`config.mk`:
```
export PLATFORM = sky130hd
export DESIGN_NAME = frame_to_uart_tx_flat
export DESIGN_NICKNAME = d
export VERILOG_FILES = /design/src/rtl/frame_to_uart_tx_if.sv /design/src/rtl/frame_to_uart_tx.sv /design/src/flat_wrapper.sv
export SDC_FILE = /design/constraint.sdc
export NUM_CORES = 1
export LEC_CHECK = 0
export CORE_UTILIZATION = 40
export CTS_CLUSTER_DIAMETER = 80
export CTS_CLUSTER_SIZE = 30
export DETAILED_ROUTE_END_ITERATION = 16
export PLACE_DENSITY = 0.69
export RECOVER_POWER = 100
export SYNTH_ARGS = -nofsm -noshare
export SYNTH_HDL_FRONTEND = slang
export SYNTH_SLANG_ARGS = --single-unit
```
`constraint.sdc`:
```
create_clock -name clk -period 2.1 [get_ports clk]
set_input_delay 0.42 -clock clk [delete_from_list [all_inputs] [get_ports clk]]
set_output_delay 0.42 -clock clk [all_outputs]
set_load 0.02 [all_outputs]
```
`src/rtl/frame_to_uart_tx_if.sv`:
```
// frame_to_uart_tx_if
//   Bundles the frame-load side and the UART send/busy side of the frame
//   serializer.
//   master : frame source plus UART transmitter, which drive data_in, len_in,
//            load and busy.
//   slave  : the serializer itself, which drives data_out, send, ready, done
//            and ovr.
interface frame_to_uart_tx_if #(
   parameter int NBYTES = 51,
   parameter int LEN_W  = $clog2(NBYTES + 1)
);
   logic [8*NBYTES-1:0] data_in;
   logic [LEN_W-1:0]    len_in;
   logic                load;
   logic                busy;
   logic [7:0]          data_out;
   logic                send;
   logic                ready;
   logic                done;
   logic                ovr;

   modport master (
      output data_in, len_in, load, busy,
      input  data_out, send, ready, done, ovr
   );

   modport slave (
      input  data_in, len_in, load, busy,
      output data_out, send, ready, done, ovr
   );
endinterface

```
`src/rtl/frame_to_uart_tx.sv`:
```
// frame_to_uart_tx
//   Latches a frame word of up to NBYTES bytes and hands it to a UART
//   transmitter one byte at a time, using the send/busy handshake.
//   The frame length is set at run time. The byte order is chosen by a
//   parameter. An optional idle gap can be inserted between bytes. A timeout
//   covers a transmitter that never raises busy.
// Ports
//   clk        system clock; all logic runs on its rising edge
//   rst        synchronous reset, active-high
//   tx.slave   data_in/len_in/load: frame request
//              busy: transmitter busy
//              data_out/send: byte strobe to the transmitter
//              ready: IDLE, so a load will be accepted
//              done: end-of-frame pulse
//              ovr: pulse when a load arrives while a frame is in progress
//
// state      | meaning
// -----------+-----------------------------------------------------------
// S_IDLE     | no frame in progress; ready=1
// S_WAIT_FREE| byte pending; wait for the transmitter to report not busy
// S_SEND     | send strobe cycle; advance shift reg and byte count
// S_WAIT_ACK | wait for busy to rise, or for the ACK_TO timeout
// S_GAP      | idle spacing of GAP_CYC clocks before the next byte
module frame_to_uart_tx #(
   parameter int NBYTES    = 51,
   parameter int LEN_W     = $clog2(NBYTES + 1),
   parameter bit MSB_FIRST = 1'b1,
   parameter int GAP_CYC   = 0,
   parameter int ACK_TO    = 4
) (
   input logic               clk,
   input logic               rst,
   frame_to_uart_tx_if.slave tx
);

   localparam int W     = 8 * NBYTES;
   localparam int TMAX  = (ACK_TO > GAP_CYC) ? ACK_TO : GAP_CYC;
   localparam int TMR_W = (TMAX < 2) ? 1 : $clog2(TMAX);

   typedef enum logic [2:0] {
      S_IDLE,
      S_WAIT_FREE,
      S_SEND,
      S_WAIT_ACK,
      S_GAP
   } state_t;

   state_t           state;
   logic [W-1:0]     shreg;
   logic [LEN_W-1:0] cnt;
   logic [TMR_W-1:0] tmr;
   logic [7:0]       cur_byte;
   logic [W-1:0]     shreg_nxt;

   // The byte to transmit is always at the outgoing end of the shift register.
   assign cur_byte  = MSB_FIRST ? shreg[W-1 -: 8] : shreg[7:0];
   assign shreg_nxt = MSB_FIRST ? (shreg << 8) : (shreg >> 8);

   always_ff @(posedge clk) begin
      if (rst) begin
         state       <= S_IDLE;
         shreg       <= '0;
         cnt         <= '0;
         tmr         <= '0;
         tx.data_out <= 8'h00;
         tx.send     <= 1'b0;
         tx.ready    <= 1'b1;
         tx.done     <= 1'b0;
         tx.ovr      <= 1'b0;
      end else begin
         tx.send <= 1'b0;
         tx.done <= 1'b0;
         tx.ovr  <= 1'b0;

         // A load that arrives mid-frame is dropped and flagged. This also
         // covers the edge that produces done, because the state is not
         // IDLE yet at that edge.
         if (tx.load && (state != S_IDLE)) begin
            tx.ovr <= 1'b1;
         end

         case (state)
            S_IDLE: begin
               if (tx.load) begin
                  if (tx.len_in == '0) begin
                     tx.done <= 1'b1;
                  end else begin
                     shreg    <= tx.data_in;
                     cnt      <= (tx.len_in > LEN_W'(NBYTES)) ? LEN_W'(NBYTES) : tx.len_in;
                     state    <= S_WAIT_FREE;
                     tx.ready <= 1'b0;
                  end
               end
            end

            S_WAIT_FREE: begin
               if (!tx.busy) begin
                  state       <= S_SEND;
                  tx.send     <= 1'b1;
                  tx.data_out <= cur_byte;
               end
            end

            S_SEND: begin
               shreg <= shreg_nxt;
               cnt   <= cnt - LEN_W'(1);
               tmr   <= TMR_W'(ACK_TO - 1);
               state <= S_WAIT_ACK;
            end

            S_WAIT_ACK: begin
               // The byte counts as taken on busy or on timeout.
               if (tx.busy || (tmr == '0)) begin
                  if (cnt == '0) begin
                     state    <= S_IDLE;
                     tx.done  <= 1'b1;
                     tx.ready <= 1'b1;
                  end else if (GAP_CYC > 0) begin
                     state <= S_GAP;
                     tmr   <= TMR_W'(GAP_CYC - 1);
                  end else begin
                     state <= S_WAIT_FREE;
                  end
               end else begin
                  tmr <= tmr - TMR_W'(1);
               end
            end

            S_GAP: begin
               if (tmr == '0) begin
                  state <= S_WAIT_FREE;
               end else begin
                  tmr <= tmr - TMR_W'(1);
               end
            end

            default: begin
               state <= S_IDLE;
            end
         endcase
      end
   end

endmodule
```
`src/flat_wrapper.sv`:
```
// flat-port wrapper written by rule: the top's interface ports become plain ports
module frame_to_uart_tx_flat 
#(
   parameter int NBYTES    = 51,
   parameter int LEN_W     = $clog2(NBYTES + 1),
   parameter bit MSB_FIRST = 1'b1,
   parameter int GAP_CYC   = 0,
   parameter int ACK_TO    = 4
)
  (clk, rst, tx_data_in, tx_len_in, tx_load, tx_busy, tx_data_out, tx_send, tx_ready, tx_done, tx_ovr);
  frame_to_uart_tx_if #(.NBYTES(NBYTES), .LEN_W(LEN_W)) tx_i ();
  input logic clk;
  input logic rst;
  input wire logic [$bits(tx_i.data_in)-1:0] tx_data_in;
  input wire logic [$bits(tx_i.len_in)-1:0] tx_len_in;
  input wire logic [$bits(tx_i.load)-1:0] tx_load;
  input wire logic [$bits(tx_i.busy)-1:0] tx_busy;
  output wire logic [$bits(tx_i.data_out)-1:0] tx_data_out;
  output wire logic [$bits(tx_i.send)-1:0] tx_send;
  output wire logic [$bits(tx_i.ready)-1:0] tx_ready;
  output wire logic [$bits(tx_i.done)-1:0] tx_done;
  output wire logic [$bits(tx_i.ovr)-1:0] tx_ovr;
  assign tx_i.data_in = tx_data_in;
  assign tx_i.len_in = tx_len_in;
  assign tx_i.load = tx_load;
  assign tx_i.busy = tx_busy;
  assign tx_data_out = tx_i.data_out;
  assign tx_send = tx_i.send;
  assign tx_ready = tx_i.ready;
  assign tx_done = tx_i.done;
  assign tx_ovr = tx_i.ovr;
  frame_to_uart_tx #(.NBYTES(NBYTES), .LEN_W(LEN_W), .MSB_FIRST(MSB_FIRST), .GAP_CYC(GAP_CYC), .ACK_TO(ACK_TO)) u_core (.clk(clk), .rst(rst), .tx(tx_i));
endmodule
```
# After elaboration in Yosys (flattened, before gate mapping)
# Cells that the tools add are included.
dict set report totals {
  regBits 431
  word_cells 71
}
dict set report op_classes {
  addsub 2
  order_cmp 1
  n_eq_ne 12
  muxes 29
  n_bitwise 2
  n_reduce_logical 16
}
# cell count
set ops {}
lappend ops {{408-bit 2-to-1 mux} 2}
lappend ops {{408-bit case mux with 2 select lines} 1}
lappend ops {{6-bit 2-to-1 mux} 3}
lappend ops {{3-bit 2-to-1 mux} 5}
lappend ops {{3-bit case mux with 5 select lines} 1}
lappend ops {{6-bit zero test} 2}
lappend ops {{6-bit case mux with 2 select lines} 1}
lappend ops {{1-bit 2-to-1 mux} 11}
lappend ops {{2-bit inequality test, second input constant} 5}
lappend ops {{5-bit AND reduction} 2}
lappend ops {{3-bit by 2-bit equality test with 1-bit output, second input constant} 2}
lappend ops {{6-bit greater-than comparator, second input constant} 1}
lappend ops {{2-bit by 1-bit inequality test with 1-bit output, second input constant} 3}
lappend ops {{2-bit case mux with 3 select lines} 1}
lappend ops {{3-bit AND reduction} 2}
lappend ops {{3-bit nonzero test} 2}
lappend ops {{6-bit by 1-bit subtractor with 6-bit output, second input constant} 1}
lappend ops {{2-bit 2-to-1 mux} 2}
lappend ops {{1-bit case mux with 2 select lines} 2}
lappend ops {{2-bit nonzero test} 2}
lappend ops {{3-bit by 1-bit equality test with 1-bit output, second input constant} 1}
lappend ops {{3-bit equality test, second input constant} 1}
lappend ops {{3-bit zero test} 1}
lappend ops {{2-bit zero test} 1}
lappend ops {{6 further kinds} 7}

# Depth between registers and ports, before layout
dict set report depth {
  depth_word 5
  ltp_mapped 9
  mapped_depth_nobuf 6
}

# Least setup slack after synthesis
# Ideal clock, no wire load.
dict set report synth_path {
  path_type {register -> register}
  start {register u_core.state[0]}
  end {register u_core.shreg[100]}
  setup_ns 0.081
  arrival_time_ns 1.755
  slack_ns 0.264
  stages_incl_launch_ff 9
  n_path_buf 2
  synth_period_minus_slack_ns 1.836
  path_cell_list {dfxtp_1 inv_1 ha_1 nor3b_2 a21oi_2 buf_2 buf_1 nor2_1 a211oi_2}
}
dict set report synth_between {
  elab_chain_cells 3
  elab_cells_between_ends 7
  cone_classes {3 x eq/ne; 1 x mux; 3 x reduce/logical}
}
# element line
set synth_lines {}
lappend synth_lines {{start: declaration} frame_to_uart_tx.sv:48} ;# state_t state;
lappend synth_lines {{start signal: assignment} frame_to_uart_tx.sv:61} ;# state <= S_IDLE;
lappend synth_lines {{start signal: assignment} frame_to_uart_tx.sv:90} ;# state <= S_WAIT_FREE;
lappend synth_lines {{start signal: assignment} frame_to_uart_tx.sv:98} ;# state <= S_SEND;
lappend synth_lines {{3-bit by 2-bit equality test with 1-bit output or 3-bit zero test (tied branches)} frame_to_uart_tx.sv:82} ;# case (state)
lappend synth_lines {{2-bit nonzero test (no source line) or 2-bit inequality test (tied branches)} n/a}
lappend synth_lines {{3-bit AND reduction (no source line)} n/a}
lappend synth_lines {{end signal: assignment} frame_to_uart_tx.sv:88} ;# shreg <= tx.data_in;
lappend synth_lines {{end signal: assignment} frame_to_uart_tx.sv:105} ;# shreg <= shreg_nxt;
lappend synth_lines {{end: declaration} frame_to_uart_tx.sv:49} ;# logic [W-1:0] shreg;
# Parallel ways exist; a longest one is shown, timed or not.
# A chain may end at the register's enable or synchronous reset.

# Worst setup path in the final report
dict set report layout_path {
  start {register u_core.state[0]}
  end {register u_core.cnt[1]}
}
dict set report layout_between {
  elab_chain_cells 3
  elab_cells_between_ends 7
  cone_classes {3 x eq/ne; 1 x mux; 3 x reduce/logical}
}
# element line
set layout_lines {}
lappend layout_lines {{3-bit by 2-bit equality test with 1-bit output or 3-bit zero test (tied branches)} frame_to_uart_tx.sv:82}
lappend layout_lines {{2-bit nonzero test (no source line) or 2-bit inequality test (tied branches)} n/a}
lappend layout_lines {{3-bit AND reduction (no source line)} n/a}
lappend layout_lines {{end signal: assignment} frame_to_uart_tx.sv:89} ;# cnt <= (tx.len_in > LEN_W'(NBYTES)) ? LEN_W'(NBYTES) : tx.len_in;
lappend layout_lines {{end signal: assignment} frame_to_uart_tx.sv:106} ;# cnt <= cnt - LEN_W'(1);
lappend layout_lines {{end: declaration} frame_to_uart_tx.sv:50} ;# logic [LEN_W-1:0] cnt;
# Parallel ways exist; a longest one is shown, timed or not.

==> results.json <==
{
  "cp.arrival_ps": 2580,
  "cts_buffers": 25,
  "timing.max_cap.violations": 0,
  "grt_pass1_wl_microns": 83200,
  "holdPathStages": 2,
  "clkTransAtPathRegs_ps": 110,
  "cts_tree": "built",
  "fin_worst_skew_ps": 16.78,
  "min_period_over_period_pct": 98.23,
  "cts_hold_buf": 0,
  "slew_headroom_pct": 63.90,
  "rows": 82,
  "globalRouteOverflowTotal": 0,
  "cp_max_fo": 60,
  "tightest_slew_ps": 540.9,
  "yosys_warnings": 0,
  "setup_viol": 0,
  "worstHoldStart": "rst",
  "yosys.area.top_type": "dfxtp_1",
  "leakagePower_nw": 9.046,
  "final_hold_viol_count": 0,
  "syn_area_per_cell_sq_um": 10.53,
  "initial_core_util_pct": 40.76,
  "nets": 2746,
  "core_area_sq_mm": 0.05038,
  "min_period_ps": 2063,
  "worstSetupStartpoint": "u_core.state[0]$_SDFFE_PP0P_",
  "first_iter_violations": 802,
  "power_density_mw_per_mm2": 1353,
  "drc_errors": 0,
  "dieWidth_microns": 228.6,
  "syn_inst": 1951,
  "routabilityCongestion": 0.8233,
  "portBuffers": 429,
  "rsz0062_at_grt": "yes",
  "place_hpwl_microns": 38590,
  "num_vias": 15610,
  "wl_microns": 54140,
  "clock-sinks": 430,
  "die_h_microns": 228.6,
  "rr_worst_depth": 7,
  "vias_per_cell": 5.180,
  "p_clk_share_pct": 15.8,
  "fmax_mhz": 484.7,
  "switching_share_pct": 39.73,
  "outcome": "completed",
  "synth_ff_type": "dfxtp_1",
  "ys_ff_latch": 430,
  "hp-class": "in2reg",
  "fin_cells": 3013,
  "boundaryPins": 430,
  "die-area_sq_mm": 0.05225,
  "drt_pass1_iterations": 5,
  "cp.required_ps": 2620,
  "synth.distinct_cells": 44,
  "area_growth_pct": 32.40,
  "clk_latency_ps": 580,
  "drv_slew": 0,
  "setup_ws_ps": 37.07,
  "grt_max_degree": 75,
  "switchingPower_w": 0.01462,
  "clk_path_buf_depth": 3,
  "antenna_found_initial": 10,
  "synthTopCellsByArea": "dfxtp_1 42%, a211oi_2 21%, mux2i_1 20%",
  "ant_nets": 0,
  "ir_drop_mv": 0.9196,
  "dp_slack_ps": -340.9,
  "end_kind": "flop",
  "grt_pass1_vias": 15760,
  "synthArstFlopShare_pct": 0,
  "synth_seq_area_share_pct": 41.92,
  "finalSetupTns_ps": 0,
  "cts_max_level": 1,
  "routedWlPerCell_microns": 17.97,
  "crit-reg2reg-launch": "u_core.state[0]$_SDFFE_PP0P_",
  "synth.cell_area_sq_mm": 0.02053,
  "final_common_cell": "dfxtp_1",
  "mostFrequentLayoutCells": "430 x dfxtp_1, 427 x clkdlybuf4s50_1, 403 x nor2_1",
  "internal_power_w": 0.02218,
  "layout-drive-gt1-share_pct": 21.59,
  "synth_edf_count": 0,
  "crit_path_start_kind": "flop",
  "root_buffer": "clkbuf_16",
  "power.share.combinational_pct": 47.9,
  "critPathKind": "reg2reg",
  "place_inst": 2955,
  "synth_top_area_share_pct": 41.92,
  "synth_fp_nets": 2376,
  "p_seq_share_pct": 36.2,
  "grt_usage_pct": 19.44
}
[metrics by stage]
step | instance area [sq um] | power, W | utilization (%) | hold slack [ps]
after global routing | 27190 | 0.03924 | 53.97 | 208.0
after floorplan | 20530 | 0.02630 | - | 431.6
after CTS | 26860 | 0.03631 | 53.31 | 188.0
final | 27190 | 0.03680 | 53.97 | 226.7
after global placement | 25910 | 0.02975 | 51.43 | 437.3
after detailed placement | 25910 | 0.03038 | 51.43 | 444.4
[metal layers]
layer  vias to the layer above  global-route usage [%]  wire length (microns)
met5                         -                       0                     90
met4                        14                   3.985                   1054
met3                        64                   4.678                   3143
met2                       308                   33.75                  26180
met1                      7421                   24.32                  23680
li1                       7801                       -                      -
[cells in the mapped netlist (2+ instances only)]
master / count
clkbuf_1: 111
buf_4: 29
buf_1: 14
dfxtp_1: 430
a31oi_1: 2
nand2b_1: 2
a211oi_1: 50
nor3b_1: 2
buf_6: 4
a21o_1: 2
nor2_1: 403
or3_1: 2
buf_2: 29
nor2b_1: 2
nor3_1: 4
a311oi_1: 2
nand2_1: 30
nand3b_1: 2
ha_1: 7
a211oi_2: 350
a21oi_1: 27
mux2i_1: 401
o21ai_0: 8
nand3_1: 10
inv_1: 9
[state kept, by name (all words and copies together), names as in the netlist]
register	count
u_core.state	2
u_core.cnt	6
u_core.shreg	408
u_core.tx.ready	1
u_core.tmr	2
u_core.tx.ovr	1
u_core.tx.data_out	8
u_core.tx.send	1
u_core.tx.done	1
[area by class of cell]
type                    count  area, sq um
diodes                      2        5.005
clock buffers              25        625.6
clock inverters            20        310.3
fillers                  4339        23190
inverters                   9        33.78
multi-input cells        1324        11050
flip-flops and latches    430         8608
well taps                 672        840.8
repair buffers            531         5718
[repair_timing]
item | 4_1_cts | 5_1_grt
hold endpoints to repair | 0 | 0
buffers inserted | 0 | 4
pin swaps | 1 | 0
cloned | 0 | 7
gates resized for setup | 2 | 24
endpoints found under the setup margin | 31 | 218
[worst paths after layout]
kind	endpoint	slack [ps]
hold reg to reg	u_core.shreg[1]$_SDFFE_PP0P_	450
setup / recovery	u_core.cnt[1]$_SDFFE_PP0P_	40
hold / removal	u_core.tx.data_out[4]$_SDFFE_PP0P_	230
setup reg to reg	u_core.cnt[1]$_SDFFE_PP0P_	40
[cell families (layout without fill, tap and decap cells)]
kind of cell | Yosys count | in the layout | share of synthesized area (%)
and+or+nand+nor | 462 | 462 | 8.878
other | 0 | 2 | 0
DFF | 430 | 430 | 41.92
AOI/OAI and AO/OA | 454 | 454 | 24.77
muxes | 401 | 401 | 19.55
adders and majority gates | 7 | 7 | 0.4265
buffers and inverters | 197 | 585 | 4.460
[power groups by stage]
stage | Sequential [W] | Clock (W) | Combinational, W
floorplan | 0.0130 | 0 | 0.0133
global placement | 0.0134 | 0 | 0.0164
detailed placement | 0.0135 | 0 | 0.0169
CTS | 0.0133 | 0.00602 | 0.0170
global route | 0.0137 | 0.00628 | 0.0192
finish | 0.0133 | 0.00583 | 0.0176
[worst max-delay path, cell delays in order, from the launching register on]
cell	delay (ps)
dfxtp_1	340
inv_1	60
ha_2	230
mux2i_2	190
a21oi_4	270
clkbuf_8	490
o311ai_0	250
a21oi_1	170
Power figures use the tool's default switching activity.
